`src/rtl/serial_bit_src_if.sv`:
```
// Handshake bundle for serial_bit_src: parallel word in, single bit out.
// The slave modport is the serializer; master is the word producer / bit consumer side.
interface serial_bit_src_if #(
   parameter int WIDTH = 8
);
   logic [WIDTH-1:0] in_data;
   logic             in_valid;
   logic             in_ready;
   logic             out_bit;
   logic             out_valid;
   logic             out_ready;
   logic             out_last;

   modport master (
      output in_data, in_valid, out_ready,
      input  in_ready, out_bit, out_valid, out_last
   );

   modport slave (
      input  in_data, in_valid, out_ready,
      output in_ready, out_bit, out_valid, out_last
   );
endinterface

```
`src/rtl/serial_bit_src.sv`:
```
// Parallel-to-serial bit source: LSB-first data bits, optional even-parity trailer,
// valid/ready backpressure, synchronous flush and a wrapping completed-frame counter.
module serial_bit_src #(
   parameter int          WIDTH     = 8,
   parameter int unsigned PARITY_EN = 1
) (
   input  logic                 clk,
   input  logic                 reset_n,
   input  logic                 flush,
   serial_bit_src_if.slave      bus,
   output logic [7:0]           frame_cnt
);
   localparam int CNT_W = $clog2(WIDTH);
   localparam logic [CNT_W-1:0] LAST_IDX = CNT_W'(WIDTH - 1);

   typedef enum logic [1:0] {
      IDLE   = 2'd0,
      SHIFT  = 2'd1,
      PARITY = 2'd2
   } state_e;

   function automatic logic even_parity(input logic [WIDTH-1:0] d);
      return ^d;
   endfunction

   state_e           state_q, state_d;
   logic [WIDTH-1:0] shift_q, shift_d;
   logic [CNT_W-1:0] cnt_q, cnt_d;
   logic             par_q, par_d;
   logic [7:0]       frame_cnt_q, frame_cnt_d;

   logic             in_ready_s;
   logic             out_valid_s;
   logic             out_bit_s;
   logic             out_last_s;

   // State register; reset forces IDLE and clears all datapath state.
   always_ff @(posedge clk or negedge reset_n) begin
      if (!reset_n) begin
         state_q     <= IDLE;
         shift_q     <= '0;
         cnt_q       <= '0;
         par_q       <= 1'b0;
         frame_cnt_q <= 8'd0;
      end else begin
         state_q     <= state_d;
         shift_q     <= shift_d;
         cnt_q       <= cnt_d;
         par_q       <= par_d;
         frame_cnt_q <= frame_cnt_d;
      end
   end

   // Next-state and output decode; outputs depend only on registered state.
   always_comb begin
      state_d     = state_q;
      shift_d     = shift_q;
      cnt_d       = cnt_q;
      par_d       = par_q;
      frame_cnt_d = frame_cnt_q;
      in_ready_s  = 1'b0;
      out_valid_s = 1'b0;
      out_bit_s   = 1'b0;
      out_last_s  = 1'b0;

      case (state_q)
         IDLE: begin
            in_ready_s = 1'b1;
            if (bus.in_valid) begin
               shift_d = bus.in_data;
               cnt_d   = '0;
               par_d   = even_parity(bus.in_data);
               state_d = SHIFT;
            end else begin
               state_d = IDLE;
            end
         end
         SHIFT: begin
            out_valid_s = 1'b1;
            out_bit_s   = shift_q[0];
            out_last_s  = (PARITY_EN == 0) && (cnt_q == LAST_IDX);
            if (bus.out_ready) begin
               shift_d = shift_q >> 1;
               cnt_d   = cnt_q + CNT_W'(1);
               if (cnt_q == LAST_IDX) begin
                  if (PARITY_EN != 0) begin
                     state_d = PARITY;
                  end else begin
                     state_d     = IDLE;
                     frame_cnt_d = frame_cnt_q + 8'd1;
                  end
               end else begin
                  state_d = SHIFT;
               end
            end else begin
               state_d = SHIFT;
            end
         end
         PARITY: begin
            out_valid_s = 1'b1;
            out_bit_s   = par_q;
            out_last_s  = 1'b1;
            if (bus.out_ready) begin
               state_d     = IDLE;
               frame_cnt_d = frame_cnt_q + 8'd1;
            end else begin
               state_d = PARITY;
            end
         end
         default: begin
            state_d = IDLE;
         end
      endcase

      // Flush overrides any acceptance or final-bit transfer decided above.
      if (flush) begin
         state_d     = IDLE;
         shift_d     = shift_q;
         cnt_d       = cnt_q;
         par_d       = par_q;
         frame_cnt_d = frame_cnt_q;
      end else begin
         frame_cnt_d = frame_cnt_d;
      end
   end

   assign bus.in_ready  = in_ready_s;
   assign bus.out_valid = out_valid_s;
   assign bus.out_bit   = out_bit_s;
   assign bus.out_last  = out_last_s;
   assign frame_cnt     = frame_cnt_q;

endmodule

```
`src/flat_wrapper.sv`:
```
// flat-port wrapper written by rule: the top's interface ports become plain ports
module serial_bit_src_flat 
#(
   parameter int          WIDTH     = 8,
   parameter int unsigned PARITY_EN = 1
)
  (clk, reset_n, flush, frame_cnt, bus_in_data, bus_in_valid, bus_out_ready, bus_in_ready, bus_out_bit, bus_out_valid, bus_out_last);
  serial_bit_src_if #(.WIDTH(WIDTH)) bus_i ();
  input  logic clk;
  input  logic reset_n;
  input  logic flush;
  output logic [7:0] frame_cnt;
  input wire logic [$bits(bus_i.in_data)-1:0] bus_in_data;
  input wire logic [$bits(bus_i.in_valid)-1:0] bus_in_valid;
  input wire logic [$bits(bus_i.out_ready)-1:0] bus_out_ready;
  output wire logic [$bits(bus_i.in_ready)-1:0] bus_in_ready;
  output wire logic [$bits(bus_i.out_bit)-1:0] bus_out_bit;
  output wire logic [$bits(bus_i.out_valid)-1:0] bus_out_valid;
  output wire logic [$bits(bus_i.out_last)-1:0] bus_out_last;
  assign bus_i.in_data = bus_in_data;
  assign bus_i.in_valid = bus_in_valid;
  assign bus_i.out_ready = bus_out_ready;
  assign bus_in_ready = bus_i.in_ready;
  assign bus_out_bit = bus_i.out_bit;
  assign bus_out_valid = bus_i.out_valid;
  assign bus_out_last = bus_i.out_last;
  serial_bit_src #(.WIDTH(WIDTH), .PARITY_EN(PARITY_EN)) u_core (.clk(clk), .reset_n(reset_n), .flush(flush), .bus(bus_i), .frame_cnt(frame_cnt));
endmodule
```
`config.mk`:
```
export PLATFORM = sky130hd
export DESIGN_NAME = serial_bit_src_flat
export DESIGN_NICKNAME = d
export VERILOG_FILES = /design/src/rtl/serial_bit_src_if.sv /design/src/rtl/serial_bit_src.sv /design/src/flat_wrapper.sv
export SDC_FILE = /design/constraint.sdc
export NUM_CORES = 1
export LEC_CHECK = 0
export CAP_MARGIN = 20
export CORE_MARGIN = 8
export CORE_UTILIZATION = 30
export CTS_CLUSTER_DIAMETER = 200
export DETAILED_ROUTE_END_ITERATION = 10
export PLACE_DENSITY_LB_ADDON = 0.25
export SETUP_SLACK_MARGIN = 0.2
export SKIP_LAST_GASP = 1
export SYNTH_ARGS = -nofsm -noshare
export SYNTH_HDL_FRONTEND = slang
export SYNTH_SLANG_ARGS = --single-unit
```
`constraint.sdc`:
```
create_clock -name clk -period 4.5 [get_ports clk]
set_input_delay 0.675 -clock clk [delete_from_list [all_inputs] [get_ports clk]]
set_output_delay 0.675 -clock clk [all_outputs]
set_load 0.01 [all_outputs]
```
==> impl_metrics.json, run 1 <==
{
  "p_per_area_nw_per_um2": 309,
  "synth_seq_cells": 22,
  "hp-class": "reg -> reg",
  "cp-endpoint": "bus_out_bit",
  "multi_input_area_um2": 599,
  "hold_ws_ps": 470,
  "worst_setup_path_end_kind": "primary output",
  "startpoint": "u_core.state_q[1]",
  "synthCells": 110,
  "grt_pass1_wl_um": 3800,
  "worstPathRequired_ps": 3830,
  "layout_common_cells": "clkdlybuf4s50_1, dfrtp_1, xnor2_1",
  "slew_violations": 0,
  "drcViolationCount": 0,
  "mostFrequentLayoutCell": "clkdlybuf4s50_1",
  "die_area_um2": 6370,
  "hold_viol": 0,
  "fin_skew_ps": 1.12,
  "status": "finished clean",
  "hold_buffers": 0,
  "io_buffers": 24,
  "wirelength_um": 2240,
  "clk_pin_slew_ps": 80,
  "synth_nets": 130,
  "cts_tree": "yes",
  "timing.fmax_mhz": 336,
  "ys_seq_area_share_pct": 45.1,
  "cts_root_buf": "clkbuf_8",
  "dp.cells": 180,
  "drt_iter0_drc": 30,
  "r2r-start": "u_core.state_q[1]",
  "synth-warning-count": 0,
  "area_growth_pct": 26.8,
  "htreeDepth": 1,
  "clk_latency_ps": 260,
  "grt_pass1_vias": 862,
  "synth.avg_cell_area_um2": 11.1,
  "nFillCells": 393,
  "r2r_end": "u_core.cnt_q[0]",
  "seq_area_um2": 551,
  "core-area_um2": 3970,
  "fin_crit_ps": 2980,
  "power_leakage_nw": 0.644,
  "post_cts_buffers": 0,
  "viasPerCell": 4.44,
  "synth_area_um2": 1220,
  "crit_chain": "inv_1 -> ha_1 -> a22oi_1 -> nor2b_1 -> clkdlybuf4s50_1",
  "crit_slowest_cell": "ha_1",
  "num_io_pins": 25,
  "ant_nets": 0,
  "cts_resized": 0,
  "synth_cell_types": 26,
  "crit_fanout": 16,
  "max_cap_violations": 0,
  "r2r_setup_slack_ps": 2000,
  "floorplan.rows": 23,
  "max_stage_delay_ps": 710,
  "dp_hpwl_um": 1720,
  "rsz0062_at_grt": "no",
  "clock-sinks": 22,
  "r2r_cells": 6,
  "final_area_um2": 1550,
  "setup_viol": 0,
  "placed_cell_area_um2": 1480,
  "firstDrtPassIters": 4,
  "start_kind": "flip-flop",
  "grt.total_usage_pct": 7.49,
  "fin_cells": 185,
  "tns_ps": 0,
  "crit_type": "reg -> out",
  "cts_buffers": 3,
  "grt_max_degree": 23,
  "antenna_cells": 0,
  "tightest_slew_ps": 1020,
  "fp.dieH_um": 79.8,
  "antenna_found_initial": 0,
  "start_util_pct": 30.7,
  "power_mw": 0.479,
  "gp_routability_congestion": 0.750,
  "drive_gt1_share_pct": 14.1,
  "wl_per_cell_um": 12.1,
  "dr_total_vias": 821,
  "overflow": 0,
  "slew_headroom_pct": 32.1,
  "ir_worst_vdd_uv": 124,
  "fin_nets": 156,
  "cts_max_path_buffers": 2,
  "fin_crit_sh_pct": 66.2,
  "dieWidth_um": 79.8,
  "worstPathArrival_ps": 2300
}
area by class of cell:
class | count | share of cell area [%]
tap | 50 | 4.04
clock buffer | 4 | 3.55
sequential | 22 | 35.5
multi-input combinational | 77 | 38.7
timing repair buffer | 25 | 16.5
inverter | 7 | 1.70
cells in the mapped netlist:
library cell / instances / area share, %
nand3b_1: 1 / 0.61
o21ai_0: 2 / 0.82
dfrtp_1: 22 / 45
a21oi_2: 7 / 5.0
mux2i_1: 7 / 5.7
nand2b_4: 1 / 1.1
a22oi_1: 1 / 0.61
nor2_1: 11 / 3.4
mux2_2: 1 / 0.92
buf_6: 4 / 3.7
nor3_1: 1 / 0.41
and3_2: 1 / 0.61
inv_1: 7 / 2.2
nand4_1: 3 / 1.5
a211oi_1: 1 / 0.61
nand2_1: 7 / 2.2
xnor2_1: 13 / 9.3
nand3_2: 1 / 0.82
a221oi_4: 1 / 2.2
o21ai_2: 2 / 1.4
and4b_1: 1 / 0.82
a21oi_1: 2 / 0.82
nor2b_1: 2 / 1.0
ha_1: 7 / 7.2
nand3_1: 3 / 1.2
xor2_1: 1 / 0.72
metrics by stage:
step	utilization [%]	setup slack, ps
6_report	39.0	1520
3_3_place_gp	37.2	1840
2_1_floorplan	-	2800
3_5_place_dp	37.2	1770
4_1_cts	38.6	1460
5_1_grt	39.0	1370
state kept, by name (all words and copies together), names as in the netlist:
name              count
u_core.frame_cnt      8
u_core.shift_q        8
u_core.cnt_q          3
u_core.state_q        2
u_core.par_q          1
cells by family (layout without fill, tap and decap cells):
family / after synthesis / after routing / synth area share (%)
compound gates: 16 / 16 / 11.5
xor+xnor: 14 / 14 / 10.0
fa+ha+maj: 7 / 7 / 7.17
buf+inv: 11 / 36 / 5.84
flops: 22 / 22 / 45.1
mux: 8 / 8 / 6.66
simple gates: 32 / 32 / 13.7
power breakdown:
part           internal, mW  switching (mW)
Sequential            0.223          0.0139
Combinational        0.0498          0.0492
Clock                0.0780          0.0645
per-layer routing:
metal / wire (um) / GRT usage [%]
met5: 0 / 0
met4: 46 / 3.82
met3: 191 / 3.04
met2: 1010 / 12.8
met1: 984 / 7.73
how the worst min path moves through the flow:
stage               cells after the start                   to           startpoint
finish                                  1  u_core.frame_cnt[7]  u_core.frame_cnt[7]
global placement                        1  u_core.frame_cnt[7]  u_core.frame_cnt[7]
detailed placement                      1  u_core.frame_cnt[7]  u_core.frame_cnt[7]
CTS                                     1  u_core.frame_cnt[7]  u_core.frame_cnt[7]
global route                            1  u_core.frame_cnt[7]  u_core.frame_cnt[7]
floorplan                               0      u_core.cnt_q[0]              reset_n
critical path: cells and delay by family (launching register included):
| kind | cells | cell delay [ps] |
|---|---|---|
| adder cells (fa/ha/maj) | 1 | 710 |
| buffers and inverters | 2 | 630 |
| flip-flops | 1 | 400 |
| AO/OA/AOI/OAI | 1 | 160 |
| AND/OR/NAND/NOR | 1 | 140 |
(Power assumes the default switching activity.)
==> run 2: changes to the inputs <==
- clock period: 4.5 -> 2.4 ns (I/O delays scaled with it)
==> impl_metrics.json, run 2 (same netlist as run 1, synthesis figures left out) <==
{
  "tightest_slew_ps": 342,
  "htreeDepth": 1,
  "crit_slowest_cell": "clkdlybuf4s50_1",
  "fin_crit_sh_pct": 88.0,
  "fin_nets": 159,
  "start_kind": "flip-flop",
  "grt_max_degree": 23,
  "crit_type": "reg -> out",
  "tns_ps": 0,
  "start_util_pct": 30.7,
  "status": "finished clean",
  "core-area_um2": 3970,
  "nFillCells": 398,
  "cp_top_family": "buffers and inverters",
  "worst_slack_ps": 287,
  "dieWidth_um": 79.8,
  "fin_skew_ps": 2.07,
  "power_mw": 0.902,
  "ant_nets": 0,
  "cts_buffers": 3,
  "grt_pass1_wl_um": 4170,
  "firstDrtPassIters": 3,
  "grt_pass1_vias": 928,
  "cts_root_buf": "clkbuf_8",
  "fin_crit_ps": 2110,
  "fin_cells": 188,
  "clk_pin_slew_ps": 80,
  "mostFrequentLayoutCell": "clkdlybuf4s50_1",
  "antenna_found_initial": 0,
  "seq_area_um2": 551,
  "p_per_area_nw_per_um2": 576,
  "utilization_pct": 39.4,
  "ir_worst_vdd_uv": 216,
  "drcViolationCount": 0,
  "r2r-start": "u_core.state_q[1]",
  "layout_common_cells": "clkdlybuf4s50_1, dfrtp_1, xnor2_1",
  "slew_headroom_pct": 77.1,
  "io_buffers": 24,
  "cts_tree": "yes",
  "hp-class": "in -> async",
  "area_growth_pct": 28.3,
  "rsz0062_at_grt": "no",
  "final_area_um2": 1570,
  "r2r_end": "u_core.shift_q[2]",
  "viasPerCell": 4.53,
  "cts_max_path_buffers": 2,
  "max_cap_violations": 0,
  "dr_total_vias": 851,
  "drt_iter0_drc": 14,
  "overflow": 0,
  "die_area_um2": 6370,
  "max_stage_delay_ps": 540,
  "grt.total_usage_pct": 8.12,
  "power_leakage_nw": 0.655,
  "clk_latency_ps": 260,
  "slew_violations": 0,
  "hold_viol": 0,
  "crit_fanout": 5,
  "placed_cell_area_um2": 1510,
  "worstPathRequired_ps": 2040,
  "crit_chain": "inv_1 -> ha_2 -> a22oi_1 -> nor2b_1 -> clkdlybuf4s50_1",
  "timing.fmax_mhz": 473,
  "worst_setup_path_end_kind": "primary output",
  "drive_gt1_share_pct": 16.7,
  "fp.dieH_um": 79.8,
  "critPathBufInv": 2,
  "worstPathArrival_ps": 1750,
  "r2r_setup_slack_ps": 580,
  "floorplan.rows": 23,
  "dp_hpwl_um": 1890,
  "antenna_cells": 0,
  "hold_ws_ps": 456,
  "num_io_pins": 25,
  "startpoint": "u_core.state_q[0]",
  "r2r_cells": 8,
  "wl_per_cell_um": 12.8,
  "dp.cells": 184,
  "gp_routability_congestion": 0.697,
  "clock-sinks": 22,
  "wirelength_um": 2400,
  "setup_viol": 0,
  "place_ws_ps": 498,
  "multi_input_area_um2": 602
}
==> run 2: cell count changes in the layout (fill, tap and decap cells not counted) <==
cell	delta
ha_1	-1
buf_4	+4
ha_2	+1
buf_8	-1
==> run 2: how the worst max path moves through the flow <==
stage / cells after the start / end
after global placement: 5 / bus_out_bit
after CTS: 5 / bus_out_bit
after detailed placement: 6 / u_core.shift_q[7]
after global routing: 5 / bus_out_bit
after floorplan: 6 / u_core.shift_q[7]
final: 5 / bus_out_bit
==> run 2: timing repair <==
| item | 4_1_cts | 5_1_grt |
|---|---|---|
| gates resized for setup | 0 | 1 |
| setup buffers | 0 | 0 |
| hold endpoints to repair | 0 | 0 |
| setup endpoints to repair | 0 | 1 |
| hold buffers | 0 | 0 |
==> run 2: where the power goes <==
part,total [mW],internal [mW],switching [mW]
clock,0.262,0.146,0.116
sequential,0.447,0.419,0.0281
combinational,0.193,0.0964,0.0964
==> run 2: worst register-to-register path, delay by kind of cell, from the launching register on <==
| family | cells | cell delay, ps |
|---|---|---|
| compound gates | 2 | 350 |
| simple gates | 2 | 170 |
| buf+inv | 3 | 640 |
| flops | 1 | 420 |
| fa+ha+maj | 1 | 200 |
==> run 2: area by class of cell <==
cell class	count	area share [%]
flip-flops and latches	22	35.1
multi-input cells	77	38.4
repair buffers	28	17.3
well taps	50	3.99
clock buffers	4	3.51
inverters	7	1.68
==> run 2: per-layer routing <==
metal / share of wire, % / up-vias / wire, um / track usage [%]
met5: 0 / - / 0 / 0
met4: 0.62 / 0 / 15 / 2.73
met3: 6.2 / 2 / 148 / 2.36
met2: 47 / 20 / 1120 / 13.6
met1: 47 / 406 / 1120 / 9.66
li1: - / 423 / - / -
==> run 3: changes to the inputs <==
- GPL_ROUTABILITY_DRIVEN: default -> 0
- SKIP_LAST_GASP: 1 -> default
==> results of run 3 <==
Same layout as run 2: the final DEF is identical, and so are final timing and power.
